## src/rtl/reg_file_arbiter.sv

```systemverilog
// rtl/reg_file_arbiter.sv - round-robin arbiter for the register file write port and read port A
//
// Shares the register file write port and read port A between NUM_REQ requesters.
// Each grant gives exactly one access cycle (ACCESS). Read data is registered one cycle later.
// Optional feature macro: REG_ARB_LOCK_EN adds the lock port and the LOCKED state, which
// lets the owner keep the register file for back-to-back accesses.
//
// Ports:
//   clk            sole clock, rising edge
//   rst            synchronous active-low reset
//   req/we         per-requester request and write strobe (1 = write)
//   sel/wdata      per-requester target register and write data
//   lock           per-requester hold-ownership request (REG_ARB_LOCK_EN only)
//   a              register file read port A data
//   gnt            one-hot pulse during the granted ACCESS cycle
//   rvalid/rdata   one-hot read completion pulse and captured read data
//   sel_a/oe_a     register file read port A select and enable
//   sel_in/in/ld   register file write port select, data and load

package reg_file_arbiter_pkg;
  typedef enum logic [2:0] {R0, R1, R2, R3, R4, R5, R6, R7} reg_e;
endpackage

module reg_file_arbiter
  import reg_file_arbiter_pkg::*;
#(
  parameter int NUM_REQ = 2
) (
  input  logic               clk,
  input  logic               rst,
  input  logic [NUM_REQ-1:0] req,
  input  logic [NUM_REQ-1:0] we,
  input  reg_e               sel   [NUM_REQ],
  input  logic [31:0]        wdata [NUM_REQ],
`ifdef REG_ARB_LOCK_EN
  input  logic [NUM_REQ-1:0] lock,
`endif
  input  logic [31:0]        a,
  output logic [NUM_REQ-1:0] gnt,
  output logic [NUM_REQ-1:0] rvalid,
  output logic [31:0]        rdata,
  output reg_e               sel_a,
  output logic               oe_a,
  output reg_e               sel_in,
  output logic [31:0]        in,
  output logic               ld
);

  localparam int IDXW = $clog2(NUM_REQ);

  typedef enum logic [1:0] {IDLE, ACCESS, LOCKED} state_e;

  state_e             state_q, state_d;
  logic [IDXW-1:0]    ptr_q, ptr_d;
  logic [IDXW-1:0]    owner_q, owner_d;
  logic               we_q, we_d;
  reg_e               sel_q, sel_d;
  logic [31:0]        wdata_q, wdata_d;
  logic [NUM_REQ-1:0] rvalid_q, rvalid_d;
  logic [31:0]        rdata_q, rdata_d;
`ifdef REG_ARB_LOCK_EN
  logic               lock_q, lock_d;
`endif

  logic               found;
  logic [IDXW-1:0]    win;
  logic [IDXW-1:0]    cand;

  function automatic logic [IDXW-1:0] next_idx(input logic [IDXW-1:0] i);
    return (int'(i) == NUM_REQ - 1) ? '0 : i + 1'b1;
  endfunction

  // Scan from the pointer upward, wrapping; the first active request wins.
  always_comb begin
    found = 1'b0;
    win   = ptr_q;
    cand  = ptr_q;
    for (int k = 0; k < NUM_REQ; k++) begin
      cand = IDXW'((int'(ptr_q) + k) % NUM_REQ);
      if (!found && req[cand]) begin
        found = 1'b1;
        win   = cand;
      end
    end
  end

  always_comb begin
    state_d  = state_q;
    ptr_d    = ptr_q;
    owner_d  = owner_q;
    we_d     = we_q;
    sel_d    = sel_q;
    wdata_d  = wdata_q;
    rvalid_d = '0;
    rdata_d  = rdata_q;
`ifdef REG_ARB_LOCK_EN
    lock_d   = lock_q;
`endif
    case (state_q)
      IDLE: begin
        if (found) begin
          owner_d = win;
          we_d    = we[win];
          sel_d   = sel[win];
          wdata_d = wdata[win];
`ifdef REG_ARB_LOCK_EN
          lock_d  = lock[win];
`endif
          // The pointer moves past the winner now; a locked owner never moves it further.
          ptr_d   = next_idx(win);
          state_d = ACCESS;
        end
      end
      ACCESS: begin
        if (!we_q) begin
          rvalid_d[owner_q] = 1'b1;
          rdata_d           = a;
        end
`ifdef REG_ARB_LOCK_EN
        state_d = lock_q ? LOCKED : IDLE;
`else
        state_d = IDLE;
`endif
      end
      LOCKED: begin
`ifdef REG_ARB_LOCK_EN
        if (req[owner_q]) begin
          we_d    = we[owner_q];
          sel_d   = sel[owner_q];
          wdata_d = wdata[owner_q];
          lock_d  = lock[owner_q];
          state_d = ACCESS;
        end else if (!lock[owner_q]) begin
          state_d = IDLE;
        end
`else
        state_d = IDLE;
`endif
      end
      default: state_d = IDLE;
    endcase
  end

  // Register file drive exists only in ACCESS, so the a bus is released otherwise.
  always_comb begin
    gnt    = '0;
    ld     = 1'b0;
    oe_a   = 1'b0;
    sel_a  = R0;
    sel_in = R0;
    in     = '0;
    if (state_q == ACCESS) begin
      gnt[owner_q] = 1'b1;
      if (we_q) begin
        ld     = 1'b1;
        sel_in = sel_q;
        in     = wdata_q;
      end else begin
        oe_a  = 1'b1;
        sel_a = sel_q;
      end
    end
  end

  always_ff @(posedge clk) begin
    if (!rst) begin
      state_q  <= IDLE;
      ptr_q    <= '0;
      owner_q  <= '0;
      we_q     <= 1'b0;
      sel_q    <= R0;
      wdata_q  <= '0;
      rvalid_q <= '0;
      rdata_q  <= '0;
`ifdef REG_ARB_LOCK_EN
      lock_q   <= 1'b0;
`endif
    end else begin
      state_q  <= state_d;
      ptr_q    <= ptr_d;
      owner_q  <= owner_d;
      we_q     <= we_d;
      sel_q    <= sel_d;
      wdata_q  <= wdata_d;
      rvalid_q <= rvalid_d;
      rdata_q  <= rdata_d;
`ifdef REG_ARB_LOCK_EN
      lock_q   <= lock_d;
`endif
    end
  end

  assign rvalid = rvalid_q;
  assign rdata  = rdata_q;

endmodule
```

## config.mk

```make
export PLATFORM = sky130hd
export DESIGN_NAME = reg_file_arbiter
export DESIGN_NICKNAME = d
export VERILOG_FILES = /design/src/rtl/reg_file_arbiter.sv
export SDC_FILE = /design/constraint.sdc
export NUM_CORES = 1
export LEC_CHECK = 0
export ABC_AREA = 1
export BUFFER_PORTS_ARGS = -buffer_cell sky130_fd_sc_hd__buf_2
export CORE_MARGIN = 5
export CORE_UTILIZATION = 30
export CTS_CLUSTER_DIAMETER = 80
export DETAILED_ROUTE_END_ITERATION = 7
export GPL_ROUTABILITY_DRIVEN = 1
export PLACE_DENSITY = 0.65
export SETUP_SLACK_MARGIN = 0.05
export SLEW_MARGIN = 20
export SYNTH_ARGS = -nofsm -noshare
export SYNTH_HDL_FRONTEND = slang
export SYNTH_SLANG_ARGS = --single-unit
```

## constraint.sdc

```tcl
create_clock -name clk -period 1.4 [get_ports clk]
set_input_delay 0.14 -clock clk [delete_from_list [all_inputs] [get_ports clk]]
set_output_delay 0.14 -clock clk [all_outputs]
set_load 0.02 [all_outputs]
```

==> Yosys cells after proc, flatten, opt, wreduce, memory -nomap -nowiden <==
Cells that the tools add are included.
{ "totals": {"mem_bits_ro": 0, "ramBits": 0, "word_cells": 57, "latch_bits": 0, "memories": 0, "register_bits": 73, "out_inout_bits": 76} }
{ "classes": {"shift": 0, "bitwise": 4, "reduce_logical": 8, "muxes": 29, "n_eq_ne": 0, "multipliers": 0, "n_lt_le_gt_ge": 6, "addsub": 2, "div": 0} }
{ "ops": {"columns": ["operator", "count"], "rows": [
  ["$mux W32", 5],
  ["$mux W3", 7],
  ["$mux W1", 15],
  ["$lt A1 B2 Y1 const B", 4],
  ["$reduce_and A2 Y1", 3],
  ["$not A1 Y1", 3],
  ["$reduce_or A3 Y1", 1],
  ["$add A1 B1 Y1 const B", 2],
  ["$ge A2 B2 Y1 const B", 1],
  ["$logic_and A1 B1 Y1", 2],
  ["$logic_not A2 Y1", 1],
  ["$mux W2", 1],
  ["$not A1 Y2", 1],
  ["$demux W1 S1", 1],
  ["$ge A1 B1 Y1 const B", 1],
  ["$logic_not A1 Y1", 1]
]} }

==> Depth between registers and ports, before layout <==
Gate-level depths: netlist of the first run.
{ "depth": {"ltp_word": 10, "ltp_mapped": 7, "ltp_nobuf": 6} }

==> Least setup slack after synthesis of the first run <==
OpenSTA, ideal clock, no wires.
{ "synth_path": {"kind": "register to output", "start": "reg state_q[0]", "end": "out sel_a[0]", "arrival_time_ps": 1086, "path_stages_with_launch": 6, "path_buffers": 1, "required_ps": 1260, "path_slack_ps": 174, "cell_sequence": "dfxtp_1 inv_2 nor2_4 inv_2 buf_2 nor2_1"} }
{ "synth_via": {"elab_chain_len": 1} }
{ "synth_lines": {"columns": ["item", "line", "text"], "rows": [
  ["start: declaration", "53", "state_e state_q, state_d;"],
  ["start signal: assignment", "179", "state_q <= state_d;"],
  ["$mux W3", "152", "if (state_q == ACCESS) begin"],
  ["end: declaration", "42", "output reg_e sel_a,"]
]} }
No other way between the ends.

==> Worst setup path in the final report of the first run <==
{ "layout_path": {"start": "reg state_q[0]", "end": "out in[27]"} }
{ "layout_via": {"elab_chain_len": 1} }
{ "layout_lines": {"columns": ["item", "line", "text"], "rows": [
  ["$mux W32", "152", null],
  ["end: declaration", "45", "output logic [31:0] in,"]
]} }
No other way between the ends.

==> impl_metrics.ini, run 1 <==
[route]
routed_wl_mm = 11.3
drt-pass1-iter-count = 4
route.detailed.drc = 0
ant_nets = 0
wire_per_inst_um = 12.7
via_per_inst = 4.56
drt_iter0_drc = 279
vias = 4036

[grt]
met3_usage = 0.0455
use_met2 = 0.249
grt_pass1_wl_mm = 17.9
grt_antenna_before_repair = 0
grt_max_degree = 42
gr-total-overflow = 0
grtUsageTotal = 0.153
grt-busiest-layer = met2
use_met1 = 0.195
grt_pass1_vias = 3629

[timing]
hold_viol = 0
rsz0062_at_grt = yes
fin_crit_sh = 1.01
setup_slack_ns = -0.00840
setup_violations = 1
fin_skew_ns = 0.00159
worst_pin_slew_ns = 0.327
slew_violations = 0
slew_headroom = 0.782
period_needed_ns = 1.41
fmax_mhz = 710
holdWs_ns = 0.0321

[floorplanning]
io_pins = 184
dieArea_mm2 = 0.0142
die_y_um = 119
rows = 39
die_w_um = 119
placeableCoreArea_mm2 = 0.0116
initial_core_util = 0.310

[clocking]
numCtsBuffers = 9
clockBufferDepth = 2
path_clk_slew_ns = 0.06
clk-insertion-delay-late_ns = 0.32
cts-root-buf = clkbuf_16
cts.htree.levels = 3
cts.sinks = 73
cts_tree = done

[yosys]
synth-seq-area-share = 0.408
synthTopCellsByArea = dfxtp_1 41%, nor2_1 18%, inv_1 8.0%
synth-xor-area-share = 0
yosysWarnings = 0
synthMuxAreaShare = 0
syn_nets = 664
synth_top_family_by_area = simple AND/OR/NAND/NOR gates
synth_fa_ha_area_frac = 0
avgSynthCellArea_um2 = 6.44
synth_top_area_cell = dfxtp_1
syn_area_mm2 = 0.00358
synth-compound-area-share = 0.153
yosys.area_share.simple = 0.294
ys_types = 20
yosys.area.top_type_share = 0.408
syn_inst = 556
ys_ff_latch = 73

[pwr]
clock_power_share = 0.398
sw_frac_of_total = 0.286
p_leak_nw = 2.80
power.net_switching_w = 0.00176
p_per_area_mw_per_mm2 = 1150
pwr-share-comb = 0.217
ir_worst_vdd_mv = 0.586
intPower_w = 0.00440
p_seq_frac = 0.385

[status]
failed_checks = negative setup slack
status = finished with violations

[final_layout]
fillers = 1235
antennaDiodeCount = 0
num-nets-final = 845
final_cell_area_mm2 = 0.00536
drive_above_1_share = 0.337
syn_to_final_growth_pct = 49.8

[place]
portBuffers = 183
place_area_mm2 = 0.00469
place_ws_ns = 0.183
place.gp.congestion = 0.795
hpwl_mm = 7.88

[setup_path]
cp-start-kind = register
crit_type = reg -> out
worst_ep_arrival_time_ns = 1.27
critical_path_required_ns = 1.26
path_max_fanout = 15
end_kind = primary output

[worst_hold_path]
hold_path.class = in -> reg

[run]
cap_viol_max_count = 0
[path summary, 6_finish.rpt]
path / startpoint / endpoint / slack, ns / cells after the start
min reg2reg: owner_q$_SDFFE_PN0P_ / rvalid[0]$_SDFF_PP0_ / 0.48 / 1
min: a[26] / rdata[26]$_SDFFE_PN0P_ / 0.03 / 3
max reg2reg: state_q[0]$_SDFFE_PN0P_ / rdata[23]$_SDFFE_PN0P_ / 0.10 / 7
max: state_q[0]$_SDFFE_PN0P_ / in[27] / -0.008 / 4
[placed cells by master, fill, tap and decap left out, drive strengths merged]
cell      count
nor2        177
nand2        43
clkbuf       10
clkinvlp      2
inv          79
clkinv        3
nand3        37
bufinv        2
buf         206
nor3          2
dfxtp        73
o21ai        69
bufbuf        1
a21oi        38
[per-stage QoR]
step,cells,utilization,total power [W],TNS (ns)
after floorplan,556,-,0.00318,0
after global placement,859,0.405,0.00363,0
after detailed placement,859,0.405,0.00364,0
after CTS,880,0.451,0.00621,-0.294
after global routing,885,0.464,0.00652,-0.881
final,885,0.464,0.00617,-0.00840
[final cells by class]
type / instances / area, um2 / area share
multi-input cells: 366 / 1670 / 0.311
flip-flops and latches: 73 / 1470 / 0.274
repair buffers: 207 / 1410 / 0.264
inverters: 80 / 313 / 0.0583
clock buffers: 10 / 229 / 0.0427
well taps: 143 / 179 / 0.0334
clock inverters: 6 / 92.6 / 0.0173
[flip-flops by register name, indices dropped and copies added (netlist names)]
name	count
owner_q	1
ptr_q	1
rdata	32
rvalid	2
sel_q	3
state_q	1
wdata_q	32
we_q	1
[cell families (layout without fill, tap and decap cells)]
family          after synthesis  in the layout
buf+inv                     117            303
compound gates              107            107
simple gates                259            259
flops                        73             73
[critical path: stages (launching register included)]
cell	delay, ns
dfxtp_4	0.37
nand2_2	0.11
buf_12	0.17
nor2_1	0.12
buf_4	0.16
[timing repair]
action                                  in CTS  in global routing
hold buffers                                 0                  0
endpoints found under the setup margin      40                 49
pin swaps                                    1                  3
buffers inserted                             4                  5
resized for setup                           56                 40
cloned                                       1                  0
[power by group through the flow]
stage	Combinational, W	Clock [W]	Sequential [W]
2_1_floorplan	0.000672	0	0.00250
3_3_place_gp	0.00122	0	0.00241
3_5_place_dp	0.00123	0	0.00241
4_1_cts	0.00130	0.00253	0.00237
5_1_grt	0.00148	0.00263	0.00240
6_report	0.00134	0.00246	0.00237
[per-layer routing]
layer  part of all wire  routed length [um]
met5                  0                   0
met2               0.45                5080
met4              0.016                 178
met3              0.085                 954
met1               0.45                5070
[cells in the mapped netlist]
cell        n
a21oi_1    38
buf_1       2
buf_2      15
buf_4       8
buf_6       4
clkbuf_1    8
dfxtp_1    73
inv_1      76
inv_2       3
inv_4       1
nand2_1    40
nand2_2     2
nand2_4     1
nand3_1    37
nor2_1    176
nor2_4      1
nor3_2      2
o21ai_0    56
o21ai_1    12
o21ai_4     1
No activity file was read; power rests on OpenSTA's default activity.
==> run 2: changes to the inputs <==
==> constraint.sdc (replaced) <==
create_clock -name clk -period 1.4 [get_ports clk]
set_input_delay 0.14 -clock clk [delete_from_list [all_inputs] [get_ports clk]]
set_output_delay 0.14 -clock clk [all_outputs]
set_load 0.01 [all_outputs]
==> run 2 against run 1 <==
The run now ends clean. Utilization decreased by 0.17 points. Count of clock-buffer cells in the layout is the same. Cell count did not move. Clock power decreased by 9.3%. Wire length grew 0.26%. Hold slack got worse by 0.0036 ns. Setup slack improved by 0.049 ns. Clock skew up 0.0031 ns. First-iteration DRC count shrank 23%. Sequential cell count is the same.
==> impl_metrics.ini, run 2 (synthesis gave the netlist of run 1 again) <==
[setup_path]
crit_path_max_incr_delay_ns = 0.36
crit_end = in[27]
timing.rr.start = state_q[0]$_SDFFE_PN0P_
path_max_fanout = 15
cp_cell_sequence = nand2_4, buf_12, nor2_1, buf_2
cp-start-kind = register
end_kind = primary output
r2r_end = rdata[30]$_SDFFE_PN0P_
critical_path.startpoint = we_q$_SDFFE_PN0P_
r2r_cells = 7
slowest_stage = dfxtp_4
critical_path_required_ns = 1.26
worst_ep_arrival_time_ns = 1.22
rrSetupSlack_ns = 0.10
crit_type = reg -> out

[grt]
grtUsageTotal = 0.151
grt_max_degree = 46
grt_antenna_before_repair = 2
gr-total-overflow = 0
grt_pass1_wl_mm = 17.5
grt_pass1_vias = 3580

[floorplanning]
die_w_um = 119
die_y_um = 119
io_pins = 184
rows = 39
initial_core_util = 0.310
dieArea_mm2 = 0.0142
placeableCoreArea_mm2 = 0.0116

[final_layout]
syn_to_final_growth_pct = 49.2
num-nets-final = 845
final_common_cell = buf_2
final_cell_mix = 171 x buf_2, 148 x nor2_1, 76 x inv_1
drive_above_1_share = 0.356
final_core_util = 0.462
antennaDiodeCount = 0
final_cell_area_mm2 = 0.00534

[timing]
period_needed_ns = 1.36
fin_skew_ns = 0.00470
holdWs_ns = 0.0285
slew_violations = 0
slew_headroom = 0.748
fin_crit_sh = 0.971
hold_viol = 0
rsz0062_at_grt = yes
fmax_mhz = 736
setup_violations = 0
setup_slack_ns = 0.0408
worst_pin_slew_ns = 0.378

[worst_hold_path]
hold_path.class = in -> reg

[route]
routed_wl_mm = 11.3
drt-pass1-iter-count = 4
ant_nets = 0
route.detailed.drc = 0
wire_per_inst_um = 12.8
via_per_inst = 4.48
drt_iter0_drc = 216
vias = 3964

[clocking]
clk-insertion-delay-late_ns = 0.33
cts.sinks = 73
cts_tree = done
path_clk_slew_ns = 0.06
clockBufferDepth = 2
hold_buffers = 0
numCtsBuffers = 9
cts-root-buf = clkbuf_16
cts.htree.levels = 3

[place]
place_ws_ns = 0.125
place.gp.congestion = 0.768
hpwl_mm = 7.72
place_area_mm2 = 0.00465
portBuffers = 183

[pwr]
p_per_area_mw_per_mm2 = 1100
ir_worst_vdd_mv = 0.433
p_leak_nw = 2.81

[run]
cap_viol_max_count = 0

[status]
status = complete, no violations
run 2: changes by cell type in the layout (fill, tap and decap cells not counted), moves of 2 or more:
cell and delta:
nor2_4 +9, nor2_1 -14, o21ai_1 -5, buf_4 -27, clkinvlp_4 -2, o21ai_0 +5
buf_12 -2, buf_2 +27, clkinv_2 +4, nor2_2 +5
run 2: area by class of cell:
cell class,count,area [um2]
inverter,80,313
timing repair buffer,207,1340
fill,1244,6220
clock inverter,6,58.8
multi-input combinational,366,1750
sequential,73,1470
tap,143,179
clock buffer,10,229
run 2: per-stage QoR:
step	TNS (ns)	cells	power (W)
after detailed placement	0	859	0.00353
after floorplan	0	556	0.00309
after CTS	0	882	0.00586
after global routing	-0.0456	885	0.00621
after global placement	0	859	0.00352
final	0	885	0.00586
run 2: how the worst min path moves through the flow:
stage | slack [ns] | to | depth (start not counted) | startpoint
after floorplan | 0.27 | rdata[10]$_SDFFE_PN0P_ | 2 | a[10]
after global placement | 0.36 | rdata[29]$_SDFFE_PN0P_ | 3 | a[29]
after detailed placement | 0.37 | rdata[4]$_SDFFE_PN0P_ | 3 | a[4]
after CTS | 0.01 | rdata[4]$_SDFFE_PN0P_ | 3 | a[4]
after global routing | 0.03 | rdata[28]$_SDFFE_PN0P_ | 3 | a[28]
final | 0.03 | rdata[4]$_SDFFE_PN0P_ | 3 | a[4]
run 2: where the power goes:
part | switching [W] | leakage, nW | internal (W)
sequential | 0.0000952 | 0.605 | 0.00228
clock | 0.000866 | 0.146 | 0.00137
combinational | 0.000707 | 2.06 | 0.000548
run 2: what timing repair did:
item	CTS	global route
pin swaps	2	4
setup endpoints to repair	40	79
resized for setup	19	63
cloned	1	1
buffers inserted	6	3
run 2: routing by layer:
metal	track usage	up-vias	wire length, um
met5	0	-	27
li1	-	2088	-
met4	0.0666	4	187
met3	0.0488	17	989
met2	0.229	146	4990
met1	0.196	1709	5120
run 2: critical path: cells and delay by family (launching register included):
kind	cells	cell delay (ns)
flip-flops	1	0.36
buffers and inverters	2	0.35
AND/OR/NAND/NOR	2	0.16
